--- src/rtl/apb_command_bridge_if.sv ---
// Command/response handshake and APB master bus for apb_command_bridge.
// The slave modport is the bridge's view; master is the environment (command source, response sink, APB slave).
interface apb_command_bridge_if #(
  parameter int ADDRESS_WIDTH = 7,
  parameter int BUS_WIDTH     = 32
);
  logic                     i_cmd_valid;
  logic                     o_cmd_ready;
  logic                     i_cmd_write;
  logic [ADDRESS_WIDTH-1:0] i_cmd_address;
  logic [BUS_WIDTH-1:0]     i_cmd_write_data;
  logic [BUS_WIDTH/8-1:0]   i_cmd_strobe;
  logic                     o_rsp_valid;
  logic                     i_rsp_ready;
  logic [1:0]               o_rsp_status;
  logic [BUS_WIDTH-1:0]     o_rsp_read_data;
  logic                     o_psel;
  logic                     o_penable;
  logic                     o_pwrite;
  logic [ADDRESS_WIDTH-1:0] o_paddr;
  logic [BUS_WIDTH-1:0]     o_pwdata;
  logic [BUS_WIDTH/8-1:0]   o_pstrb;
  logic [2:0]               o_pprot;
  logic                     i_pready;
  logic                     i_pslverr;
  logic [BUS_WIDTH-1:0]     i_prdata;

  modport slave (
    input  i_cmd_valid, i_cmd_write, i_cmd_address, i_cmd_write_data, i_cmd_strobe,
    input  i_rsp_ready, i_pready, i_pslverr, i_prdata,
    output o_cmd_ready, o_rsp_valid, o_rsp_status, o_rsp_read_data,
    output o_psel, o_penable, o_pwrite, o_paddr, o_pwdata, o_pstrb, o_pprot
  );

  modport master (
    output i_cmd_valid, i_cmd_write, i_cmd_address, i_cmd_write_data, i_cmd_strobe,
    output i_rsp_ready, i_pready, i_pslverr, i_prdata,
    input  o_cmd_ready, o_rsp_valid, o_rsp_status, o_rsp_read_data,
    input  o_psel, o_penable, o_pwrite, o_paddr, o_pwdata, o_pstrb, o_pprot
  );
endinterface

--- src/rtl/apb_command_bridge.sv ---
// Single-outstanding command-to-APB bridge with ACCESS-phase timeout.
// state    | meaning
// IDLE     | ready for a command
// SETUP    | psel=1, penable=0 for one cycle
// ACCESS   | psel=1, penable=1 until pready or timeout
// RESPONSE | rsp_valid held until rsp_ready
module apb_command_bridge #(
  parameter int ADDRESS_WIDTH  = 7,
  parameter int BUS_WIDTH      = 32,
  parameter int TIMEOUT_CYCLES = 16
) (
  input  logic i_clk,
  input  logic i_rst,
  apb_command_bridge_if.slave bus
);
  localparam int SW = BUS_WIDTH / 8;
  localparam int CW = (TIMEOUT_CYCLES > 1) ? $clog2(TIMEOUT_CYCLES + 1) : 1;
  localparam logic [CW-1:0] CNT_LAST = CW'((TIMEOUT_CYCLES > 0) ? TIMEOUT_CYCLES - 1 : 0);

  typedef enum logic [1:0] {IDLE, SETUP, ACCESS, RESPONSE} state_t;

  state_t                   r_state;
  logic                     r_psel;
  logic                     r_penable;
  logic                     r_pwrite;
  logic [ADDRESS_WIDTH-1:0] r_paddr;
  logic [BUS_WIDTH-1:0]     r_pwdata;
  logic [SW-1:0]            r_pstrb;
  logic                     r_rsp_valid;
  logic [1:0]               r_rsp_status;
  logic [BUS_WIDTH-1:0]     r_rsp_data;
  logic [CW-1:0]            r_cnt;
  logic                     w_timeout;

  assign w_timeout = (TIMEOUT_CYCLES > 0) && (r_cnt == CNT_LAST);

  always_ff @(posedge i_clk or posedge i_rst) begin
    if (i_rst) begin
      r_state      <= IDLE;
      r_psel       <= 1'b0;
      r_penable    <= 1'b0;
      r_pwrite     <= 1'b0;
      r_paddr      <= '0;
      r_pwdata     <= '0;
      r_pstrb      <= '0;
      r_rsp_valid  <= 1'b0;
      r_rsp_status <= 2'b00;
      r_rsp_data   <= '0;
      r_cnt        <= '0;
    end else begin
      case (r_state)
        IDLE: begin
          if (bus.i_cmd_valid) begin
            r_pwrite <= bus.i_cmd_write;
            r_paddr  <= bus.i_cmd_address;
            r_pwdata <= bus.i_cmd_write_data;
            r_pstrb  <= bus.i_cmd_write ? bus.i_cmd_strobe : '0;
            r_psel   <= 1'b1;
            r_state  <= SETUP;
          end
        end
        SETUP: begin
          r_penable <= 1'b1;
          r_cnt     <= '0;
          r_state   <= ACCESS;
        end
        ACCESS: begin
          // pready wins over a timeout landing on the same cycle
          if (bus.i_pready) begin
            r_psel       <= 1'b0;
            r_penable    <= 1'b0;
            r_rsp_valid  <= 1'b1;
            r_rsp_status <= bus.i_pslverr ? 2'b01 : 2'b00;
            r_rsp_data   <= (!r_pwrite && !bus.i_pslverr) ? bus.i_prdata : '0;
            r_state      <= RESPONSE;
          end else if (w_timeout) begin
            r_psel       <= 1'b0;
            r_penable    <= 1'b0;
            r_rsp_valid  <= 1'b1;
            r_rsp_status <= 2'b10;
            r_rsp_data   <= '0;
            r_state      <= RESPONSE;
          end else begin
            r_cnt <= r_cnt + CW'(1);
          end
        end
        RESPONSE: begin
          if (bus.i_rsp_ready) begin
            r_rsp_valid <= 1'b0;
            r_state     <= IDLE;
          end
        end
        default: r_state <= IDLE;
      endcase
    end
  end

  assign bus.o_cmd_ready     = (r_state == IDLE);
  assign bus.o_psel          = r_psel;
  assign bus.o_penable       = r_penable;
  assign bus.o_pwrite        = r_pwrite;
  assign bus.o_paddr         = r_paddr;
  assign bus.o_pwdata        = r_pwdata;
  assign bus.o_pstrb         = r_pstrb;
  assign bus.o_pprot         = 3'b000;
  assign bus.o_rsp_valid     = r_rsp_valid;
  assign bus.o_rsp_status    = r_rsp_status;
  assign bus.o_rsp_read_data = r_rsp_data;
endmodule
--- src/flat_wrapper.sv ---
// flat-port wrapper written by rule: the top's interface ports become plain ports
module apb_command_bridge_flat 
#(
  parameter int ADDRESS_WIDTH  = 7,
  parameter int BUS_WIDTH      = 32,
  parameter int TIMEOUT_CYCLES = 16
)
  (i_clk, i_rst, bus_i_cmd_valid, bus_i_cmd_write, bus_i_cmd_address, bus_i_cmd_write_data, bus_i_cmd_strobe, bus_i_rsp_ready, bus_i_pready, bus_i_pslverr, bus_i_prdata, bus_o_cmd_ready, bus_o_rsp_valid, bus_o_rsp_status, bus_o_rsp_read_data, bus_o_psel, bus_o_penable, bus_o_pwrite, bus_o_paddr, bus_o_pwdata, bus_o_pstrb, bus_o_pprot);
  apb_command_bridge_if #(.ADDRESS_WIDTH(ADDRESS_WIDTH), .BUS_WIDTH(BUS_WIDTH)) bus_i ();
  input  logic i_clk;
  input  logic i_rst;
  input wire logic [$bits(bus_i.i_cmd_valid)-1:0] bus_i_cmd_valid;
  input wire logic [$bits(bus_i.i_cmd_write)-1:0] bus_i_cmd_write;
  input wire logic [$bits(bus_i.i_cmd_address)-1:0] bus_i_cmd_address;
  input wire logic [$bits(bus_i.i_cmd_write_data)-1:0] bus_i_cmd_write_data;
  input wire logic [$bits(bus_i.i_cmd_strobe)-1:0] bus_i_cmd_strobe;
  input wire logic [$bits(bus_i.i_rsp_ready)-1:0] bus_i_rsp_ready;
  input wire logic [$bits(bus_i.i_pready)-1:0] bus_i_pready;
  input wire logic [$bits(bus_i.i_pslverr)-1:0] bus_i_pslverr;
  input wire logic [$bits(bus_i.i_prdata)-1:0] bus_i_prdata;
  output wire logic [$bits(bus_i.o_cmd_ready)-1:0] bus_o_cmd_ready;
  output wire logic [$bits(bus_i.o_rsp_valid)-1:0] bus_o_rsp_valid;
  output wire logic [$bits(bus_i.o_rsp_status)-1:0] bus_o_rsp_status;
  output wire logic [$bits(bus_i.o_rsp_read_data)-1:0] bus_o_rsp_read_data;
  output wire logic [$bits(bus_i.o_psel)-1:0] bus_o_psel;
  output wire logic [$bits(bus_i.o_penable)-1:0] bus_o_penable;
  output wire logic [$bits(bus_i.o_pwrite)-1:0] bus_o_pwrite;
  output wire logic [$bits(bus_i.o_paddr)-1:0] bus_o_paddr;
  output wire logic [$bits(bus_i.o_pwdata)-1:0] bus_o_pwdata;
  output wire logic [$bits(bus_i.o_pstrb)-1:0] bus_o_pstrb;
  output wire logic [$bits(bus_i.o_pprot)-1:0] bus_o_pprot;
  assign bus_i.i_cmd_valid = bus_i_cmd_valid;
  assign bus_i.i_cmd_write = bus_i_cmd_write;
  assign bus_i.i_cmd_address = bus_i_cmd_address;
  assign bus_i.i_cmd_write_data = bus_i_cmd_write_data;
  assign bus_i.i_cmd_strobe = bus_i_cmd_strobe;
  assign bus_i.i_rsp_ready = bus_i_rsp_ready;
  assign bus_i.i_pready = bus_i_pready;
  assign bus_i.i_pslverr = bus_i_pslverr;
  assign bus_i.i_prdata = bus_i_prdata;
  assign bus_o_cmd_ready = bus_i.o_cmd_ready;
  assign bus_o_rsp_valid = bus_i.o_rsp_valid;
  assign bus_o_rsp_status = bus_i.o_rsp_status;
  assign bus_o_rsp_read_data = bus_i.o_rsp_read_data;
  assign bus_o_psel = bus_i.o_psel;
  assign bus_o_penable = bus_i.o_penable;
  assign bus_o_pwrite = bus_i.o_pwrite;
  assign bus_o_paddr = bus_i.o_paddr;
  assign bus_o_pwdata = bus_i.o_pwdata;
  assign bus_o_pstrb = bus_i.o_pstrb;
  assign bus_o_pprot = bus_i.o_pprot;
  apb_command_bridge #(.ADDRESS_WIDTH(ADDRESS_WIDTH), .BUS_WIDTH(BUS_WIDTH), .TIMEOUT_CYCLES(TIMEOUT_CYCLES)) u_core (.i_clk(i_clk), .i_rst(i_rst), .bus(bus_i));
endmodule
--- config.mk ---
export PLATFORM = sky130hd
export DESIGN_NAME = apb_command_bridge_flat
export DESIGN_NICKNAME = d
export VERILOG_FILES = /design/src/rtl/apb_command_bridge_if.sv /design/src/rtl/apb_command_bridge.sv /design/src/flat_wrapper.sv
export SDC_FILE = /design/constraint.sdc
export NUM_CORES = 1
export LEC_CHECK = 0
export CAP_MARGIN = 40
export CORE_ASPECT_RATIO = 0.5
export CORE_UTILIZATION = 42
export CTS_BUF_LIST = sky130_fd_sc_hd__clkbuf_8
export DETAILED_ROUTE_END_ITERATION = 12
export GPL_ROUTABILITY_DRIVEN = 0
export GPL_TIMING_DRIVEN = 0
export PLACE_DENSITY = 0.82
export REMOVE_ABC_BUFFERS = 1
export SLEW_MARGIN = 20
export SYNTH_ARGS = -nofsm -noshare
export SYNTH_HDL_FRONTEND = slang
export SYNTH_SLANG_ARGS = --single-unit
--- constraint.sdc ---
create_clock -name i_clk -period 3.3 [get_ports i_clk]
set_input_delay 0.495 -clock i_clk [delete_from_list [all_inputs] [get_ports i_clk]]
set_output_delay 0.495 -clock i_clk [all_outputs]
set_load 0.01 [all_outputs]
* Yosys cells after proc, flatten, opt, wreduce, memory -nomap -nowiden *
Index checks and enable logic that the tools add are counted.

word-level totals
  ROM bits = 0
  bits of input ports = 82
  memories kept = 0
  register bits = 88
  bits in latches = 0
  RAM bits = 0
  word-level logic and storage cells = 60

operators by class
  multiply operators = 0
  $add $sub $neg = 1
  multiplexer cells = 24
  shift operators = 0
  equal/unequal tests = 9
  $lt $le $gt $ge = 0
  bitwise logic cells = 0
  divide/modulo/power cells = 0
  reductions and logical operators = 15

operators with widths
  kind                                                    number
  2-to-1 mux 32 bit                                       3
  2-to-1 mux 2 bit                                        6
  AND reduction 3 bit                                     4
  2-to-1 mux 5 bit                                        2
  case mux 5 bit (2 select lines)                         1
  inequality test 2 bit (second input constant)           4
  case mux 2 bit (4 select lines)                         1
  nonzero test 2 bit                                      4
  2-to-1 mux 1 bit                                        7
  case mux 1 bit (2 select lines)                         3
  AND reduction 2 bit                                     3
  adder 5 x 1 -> 5 bit (second input constant)            1
  == test 5 x 4 -> 1 bit (second input constant)          1
  == test 2 bit (second input constant)                   2
  2-to-1 mux 4 bit                                        1
  inequality test 3 x 2 -> 1 bit (second input constant)  1
  == test 2 x 1 -> 1 bit (second input constant)          1
  zero test 1 bit                                         2
  zero test 2 bit                                         1
  logical AND 1 bit                                       1

* Depth between registers and ports, before layout *
Gate-level depths: netlist of run 1.

  depth after elaboration = 4
  depth in mapped cells = 7
  gate-level depth less buffers = 6

* Least setup slack after synthesis of run 1 *
Ideal clock, no wire load.

  path type = flip-flop to flip-flop
  start point = register u_core.r_cnt[0]
  end point = register u_core.r_cnt[4]
  slack = 1.447 ns
  data arrival time = 1.776 ns
  cell stages (with the launch flop) = 8
  path buffers = 1
  path through = dfrtp_1 > ha_1 > and3_1 > ha_1 > buf_4 > or4b_1 > o21ai_1 > o2bb2ai_1

on the way
  longest elaborated chain between the ends = 4

ends and longest elaborated chain
  what                             RTL line                  text
  start: declaration               apb_command_bridge.sv:32  logic [CW-1:0] r_cnt;
  start signal: assignment         apb_command_bridge.sv:84  r_cnt <= r_cnt + CW'(1);
  adder 5 x 1 -> 5 bit             apb_command_bridge.sv:84
  2-to-1 mux 5 bit                 apb_command_bridge.sv:76  end else if (w_timeout) begin
  2-to-1 mux 5 bit                 apb_command_bridge.sv:69  if (bus.i_pready) begin
  case mux 5 bit (2 select lines)  apb_command_bridge.sv:51  case (r_state)

Several ways; a longest one is shown, not always the timed one. The select of a mux whose other input is x is not followed.
A chain may end at the register's enable or synchronous reset.

* Worst setup path in the final report of run 1 *
  start point = register u_core.r_state[0]
  end point = register u_core.r_rsp_data[11] (netlist: u_core.bus.o_rsp_read_data[11])

on the way
  longest elaborated chain between the ends = 2

ends and longest elaborated chain
  what                                  RTL line                  text
  start: declaration                    apb_command_bridge.sv:22  state_t r_state;
  start signal: assignment              apb_command_bridge.sv:39  r_state <= IDLE;
  start signal: assignment              apb_command_bridge.sv:59  r_state <= SETUP;
  start signal: assignment              apb_command_bridge.sv:65  r_state <= ACCESS;
  == test 2 bit                         apb_command_bridge.sv:51
  AND reduction 2 bit (no source line)  -
  end signal: assignment                apb_command_bridge.sv:74  r_rsp_data <= (!r_pwrite && !bus.i_pslverr) ? bus.i_prdata : '0;
  end: declaration                      apb_command_bridge.sv:31  logic [BUS_WIDTH-1:0] r_rsp_data;

No other way between the ends.

==> results.md, run 1 <==
* Status: complete, no violations
* R2r setup slk at roughly 1.1 ns
* Clock-pin slew of the registers on the worst-case setup and hold paths at 0.09 ns
* Area Overhead vs Synth at 57.2%
* Post-CTS Setup Inserts at 0
* Syn Inst Count at 246
* H-tree depth at 3
* Slowest-stage cell, CP: nor3_4
* Grt met1 use at 22.7%
* Nets at around 490
* Synth top cells by count: dfrtp_1 (88), mux2_2 (42), a22o_1 (33)
* Synthesized cell area at 3480 µm²
* First drt pass iteration count at 4
* Setup crit end kind: flip-flop
* DRC at 0
* Die Y at 66.4 µm
* Hold WC Path Type: flip-flop to flip-flop
* Clk buf depth at 2
* Vias at roughly 2600
* Initial Utilization at 43.4%
* Grt met3 use at 5.74%
* Placed Area at ~5200 µm²
* Inst Count DP at 507
* Final total power at 4.99 mW
* Largest net degree at the start of global routing at 46
* Critical path arrival at between 2 and 3 ns
* Fmax achieved at 446 MHz
* Startpoint Class: flip-flop
* CTS Hold Buffers Added at 0
* Core area at roughly 8000 µm²
* First-iteration detailed-routing DRC count at 125
* Ratio of cells with drive above 1 in the final layout at 16.5%
* Cts repair resizes at 0
* Routed vias/inst at about 5.0
* Worst EP required at 3.58 ns
* Critical Path, Cell by Cell: inv_1 -> ha_1 -> nand2_1 -> nor3_4 -> buf_8 -> a22o_1
* Setup violators final at 0
* Worst-Skew Late Latency at approximately 0.36 ns
* Design area at 5470 µm²
* Final WL at 9.00 mm
* Die footprint at a little under 9000 µm²
* Crit path max-delay family: simple AND/OR/NAND/NOR gates
* CTS tree: yes
* Final min period at ~2.2 ns
* Fill count at 560
* Most numerous cell in the Yosys netlist: dfrtp_1
* Maximum vdd ir drop at 0.000364 V
* RSZ-0062 raised after global routing: no
* Final period util at 67.9%
* GRT overflow at 0
* Asr flop ratio synth at 100%
* Initial antenna violation count at 0
* Number of synthesized flops with an enable pin at 0
* First-pass GRT wire length at roughly 14 mm
* Setup TNS at 0 ns
* Maximum fanout along the worst path at 17
* Area share of the largest cell type after synthesis at a little over three fifths
* Total GRT Usage at 21.7%
* Final hold vios at 0
* Routed Antenna Nets at 0
* Final Max Slew Viols at 0
* CTS Sinks at 88
* Synth top area cells: dfrtp_1 (63%), mux2_2 (14%), a22o_1 (8.3%)
* Clock root cell: clkbuf_8
* WL/cell at 17.2 µm
* Die X at 131 µm
* Slew margin rel. at 52.9%
* Max-cap check violation count at 0
* Most used DFF post-synth: dfrtp_1
* Synth warn at 0
* HPWL after DPL at ~6.6 mm
* Vias in the first global route at around 2800
* Yosys reg bits at 88
* Leak at 2.36 nW
* I/O pin total at around 170
* Gr busiest metal: met2
* CP bufs+invs at 2
* Routing usage on met2 at 41.9%
* Std cell rows at 23
* Non-filler cells, final at 524
* IO Port Bufs at 163
* CTS Buf Count at 9
* # diodes at 0
* Sequential share of the synthesized area at between 60 and 70%
* Synth area leader: dfrtp_1
* Type of the worst setup path: flip-flop to flip-flop
* Hold slack at between 0.4 and 0.5 ns
* Synth unique cells at 34
* Mean area per synthesized cell at 14.2 µm²
* Pwr dens at 912 nW/µm²
* Max incr delay on CP at 0.57 ns
* Slew @ Worst Pin at 0.704 ns
* Setup Skew at ~0.014 ns
==> flip-flops by register name, indices dropped and copies added, names as in the netlist <==
| signal | count |
|---|---|
| u_core.bus.o_paddr | 7 |
| u_core.bus.o_penable | 1 |
| u_core.bus.o_psel | 1 |
| u_core.bus.o_pstrb | 4 |
| u_core.bus.o_pwdata | 32 |
| u_core.bus.o_pwrite | 1 |
| u_core.bus.o_rsp_read_data | 32 |
| u_core.bus.o_rsp_status | 2 |
| u_core.bus.o_rsp_valid | 1 |
| u_core.r_cnt | 5 |
| u_core.r_state | 2 |
==> report_power, final <==
part	total, mW	switching (mW)	internal (mW)
Combinational	2.32	0.901	1.42
Sequential	1.86	0.282	1.57
Clock	0.823	0.380	0.443
Total	4.99	1.56	3.43
==> cell families (layout without fill, tap and decap cells) <==
family | count (synthesis) | in the layout | synth area share, %
multiplexers | 44 | 44 | 14.2
adder cells (fa/ha/maj) | 5 | 5 | 1.80
AND/OR/NAND/NOR | 29 | 29 | 4.24
AO/OA/AOI/OAI | 54 | 54 | 12.5
flip-flops | 88 | 88 | 63.2
buffers and inverters | 25 | 189 | 3.99
other | 1 | 3 | 0.108
==> stage by stage <==
step | setup WS [ns] | utilization, %
2_1_floorplan | 0.526 | -
3_3_place_gp | -0.632 | 64.1
3_5_place_dp | 0.781 | 65.1
4_1_cts | 0.770 | 67.8
5_1_grt | 0.857 | 68.2
6_report | 1.06 | 68.2
==> final cells by class <==
type	instances	area [µm²]	area share [%]
timing repair buffer	167	1720	31.5
sequential	88	2200	40.2
inverter	6	25.0	0.457
multi-input combinational	135	1160	21.3
clock inverter	6	82.6	1.51
tap	112	140	2.56
clock buffer	10	138	2.51
==> worst min-delay path, delay by kind of cell (launching register included) <==
family	cells	cell delay, ns
DFF	1	0.36
and+or+nand+nor	2	0.10
==> path summary, 6_finish.rpt <==
check | endpoint | start | depth (start not counted)
max | u_core.bus.o_rsp_read_data[11]$_DFFE_PP0P_ | u_core.r_state[0]$_DFFE_PP0P_ | 6
min | u_core.bus.o_penable$_DFFE_PP0P_ | u_core.bus.o_penable$_DFFE_PP0P_ | 2
max reg2reg | u_core.bus.o_rsp_read_data[11]$_DFFE_PP0P_ | u_core.r_state[0]$_DFFE_PP0P_ | 6
min reg2reg | u_core.bus.o_penable$_DFFE_PP0P_ | u_core.bus.o_penable$_DFFE_PP0P_ | 2
max in group asynchronous | u_core.bus.o_rsp_read_data[10]$_DFFE_PP0P_ | i_rst | 3
min in group asynchronous | u_core.bus.o_pwdata[8]$_DFFE_PP0P_ | i_rst | 2
==> layer usage <==
metal | vias to the layer above | wire, µm
li1 | 1211 | -
met1 | 1295 | 3390
met2 | 75 | 5050
met3 | 22 | 338
met4 | 0 | 218
met5 | - | 0
==> cells in the final DEF (no fill, tap or decap), drive strengths merged, types with 2 or more instances in the layout <==
cell type,count
a21oi,3
a22o,33
buf,4
bufinv,2
clkbuf,10
clkdlybuf4s50,163
clkinv,3
conb,3
dfrtp,88
ha,5
inv,6
mux2,42
mux2i,2
nand2,18
nand4,2
nor2,2
o21a,2
o21ai,8
Note: power is estimated with default switching activity, not from simulation.
==> run 2: changes to the inputs <==
- CORE_UTILIZATION: 42 -> 38
- PLACE_DENSITY: 0.82 -> 0.79
- clock period: 3.3 -> 1.8 ns (I/O delays scaled with it)
==> run 2 against run 1 <==
Against the previous run: the flow now finishes with violations (negative setup slack); count of clock-buffer cells in the layout stayed put; first-iteration DRC count is 18% higher; critical path depth stayed put; core utilization is 3.3 points lower.
==> results.md, run 2 (synthesis gave the netlist of run 1 again) <==
* Vias at 2653
* Met1 Wirelength at around 3.8 mm
* Routed vias/inst at 4.87
* I/O pin total at 167
* DRC at 0
* Worst-Skew Late Latency at 0.36 ns
* Clock root cell: clkbuf_8
* Hold slack at 0.349 ns
* Initial antenna violation count at 0
* Design area at about 5700 µm²
* Setup TNS at -0.0179 ns
* First-iteration detailed-routing DRC count at 147
* Die footprint at 9570 µm²
* HPWL after DPL at 6.18 mm
* Max incr delay on CP at 0.52 ns
* Max Used Layer: met4
* Critical Path, Cell by Cell: ha_4 -> and3_4 -> ha_4 -> or4b_1 -> o21ai_1 -> o2bb2ai_1
* Std cell rows at 24
* Final Max Slew Viols at 0
* Type of the worst setup path: flip-flop to flip-flop
* WL/cell at 16.8 µm
* Maximum vdd ir drop at approximately 0.00067 V
* Combinational Power Share at 48.3%
* Slew @ Worst Pin at between 0.6 and 0.7 ns
* Startpoint Class: flip-flop
* Leak at ~2.5 nW
* CP bufs+invs at 0
* CTS Sinks at 88
* Fmax achieved at 551 MHz
* Clk buf depth at 2
* First-pass GRT wire length at ~15 mm
* GRT overflow at 0
* First drt pass iteration count at 4
* Maximum fanout along the worst path at 7
* Sequential Power Share at a little over a third
* Crit path max-delay family: simple AND/OR/NAND/NOR gates
* CTS Hold Buffers Added at 0
* Worst EP required at ~2.1 ns
* Largest net degree at the start of global routing at 53
* Slew margin rel. at 55.8%
* Switching pwr at 2.99 mW
* Vias in the first global route at between 2000 and 3000
* Final min period at 1.81 ns
* Fin worst setup slack at -0.0133 ns
* R2r startpoint: u_core.r_cnt[1]$_DFFE_PP0P_
* IO Port Bufs at 163
* Hold WC Path Type: primary input to async pin
* Initial Utilization at between 30 and 40%
* Inst Count DP at 513
* DR WL met2 at about 5 mm
* RSZ-0062 raised after global routing: yes
* Setup violators final at 3
* Final hold vios at 0
* Clock-pin slew of the registers on the worst-case setup and hold paths at 0.09 ns
* Most used cell, CP: ha_4
* FF-to-FF path depth at 6
* RR Endpoint: u_core.r_cnt[4]$_DFFE_PP0P_
* CTS tree: yes
* Die X at 137 µm
* Final WL at 9.18 mm
* Clk pwr share at 16.4%
* Critical path arrival at 2.11 ns
* Die Y at 69.7 µm
* Commonest cells after routing, fill and taps aside: clkdlybuf4s50_1 (162), dfrtp_1 (88), mux2_2 (40)
* Internal Power at around 6.5 mW
* Most common cell after layout, fill and taps aside: clkdlybuf4s50_1
* Non-filler cells, final at ~550
* Max-cap check violation count at 0
* Final period util at 101%
* Switching share of total power at 31.5%
* Area Overhead vs Synth at 63.8%
* DR WL met3 at 339 µm
* CTS Buf Count at 9
* H-tree depth at 3
* Routed Antenna Nets at 0
* # diodes at 0
* Placed Area at between 5000 and 6000 µm²
* Slowest-stage cell, CP: or4b_1
* Pwr dens at 1670 nW/µm²
* Status: complete, but fails checks
* Core area at between 8000 and 9000 µm²
* Ratio of cells with drive above 1 in the final layout at 21.3%
* Nets at 510
* Post-layout util at 64.8%
* Setup crit end kind: flip-flop
* Setup Skew at 0.00681 ns
* Failing checks: negative setup slack
* R2r setup slk at -0.01 ns
* Total GRT Usage at 20.4%
run 2: cell count changes in the layout (fill, tap and decap cells not counted), sizes merged:
cell / previous run / this run
clkinvlp: 1 / 2
clkbuf: 10 / 11
buf: 4 / 19
clkinv: 3 / 2
dlygate4sd2: 0 / 1
clkdlybuf4s50: 163 / 162
run 2: final cells by class:
| class | count | area (µm²) |
|---|---|---|
| flip-flops and latches | 88 | 2200 |
| fillers | 678 | 3090 |
| repair buffers | 183 | 1850 |
| inverters | 6 | 25.0 |
| well taps | 117 | 146 |
| clock inverters | 6 | 92.6 |
| multi-input cells | 135 | 1250 |
| clock buffers | 10 | 138 |
run 2: worst max path at each step:
stage | slack, ns | end | cells after the start | startpoint
final | -0.01 | u_core.r_cnt[4]$_DFFE_PP0P_ | 6 | u_core.r_cnt[1]$_DFFE_PP0P_
after global routing | -0.10 | u_core.r_state[1]$_DFFE_PP0P_ | 6 | u_core.r_cnt[1]$_DFFE_PP0P_
after CTS | 0.006 | u_core.r_state[1]$_DFFE_PP0P_ | 6 | u_core.r_cnt[1]$_DFFE_PP0P_
after detailed placement | -0.39 | u_core.r_cnt[0]$_DFFE_PP0P_ | 7 | u_core.r_cnt[0]$_DFFE_PP0P_
after global placement | -2.20 | u_core.bus.o_rsp_read_data[21]$_DFFE_PP0P_ | 2 | i_rst
after floorplan | -0.75 | u_core.bus.o_paddr[0]$_DFFE_PP0P_ | 1 | i_rst
run 2: repair_timing:
item / 4_1_cts / 5_1_grt
cloned: 1 / 0
buffers inserted: 11 / 5
setup endpoints to repair: 60 / 45
resized for setup: 10 / 12
pin swaps: 3 / 5
run 2: per-layer routing:
layer | vias up | track usage (%)
li1 | 1231 | -
met1 | 1340 | 24.0
met2 | 62 | 36.3
met3 | 20 | 4.90
met4 | 0 | 6.96
met5 | - | 0
run 2: worst register-to-register path: cells and delay by family, from the launching register on:
kind | cells | cell delay (ns)
flops | 1 | 0.43
fa+ha+maj | 2 | 0.38
compound gates | 2 | 0.22
simple gates | 2 | 0.71
run 2: stage by stage:
stage	worst slack [ns]	power, mW
floorplan	-0.749	5.21
global placement	-2.20	7.46
detailed placement	-0.387	7.68
CTS	0.00554	9.44
global route	-0.103	10.1
finish	-0.0133	9.51
run 2: power groups by stage:
stage / sequential [mW] / clock [mW] / combinational [mW]
finish: 3.36 / 1.56 / 4.59
global route: 3.48 / 1.68 / 4.89
CTS: 3.35 / 1.60 / 4.49
detailed placement: 3.39 / 0 / 4.29
global placement: 3.34 / 0 / 4.12
floorplan: 3.78 / 0 / 1.44
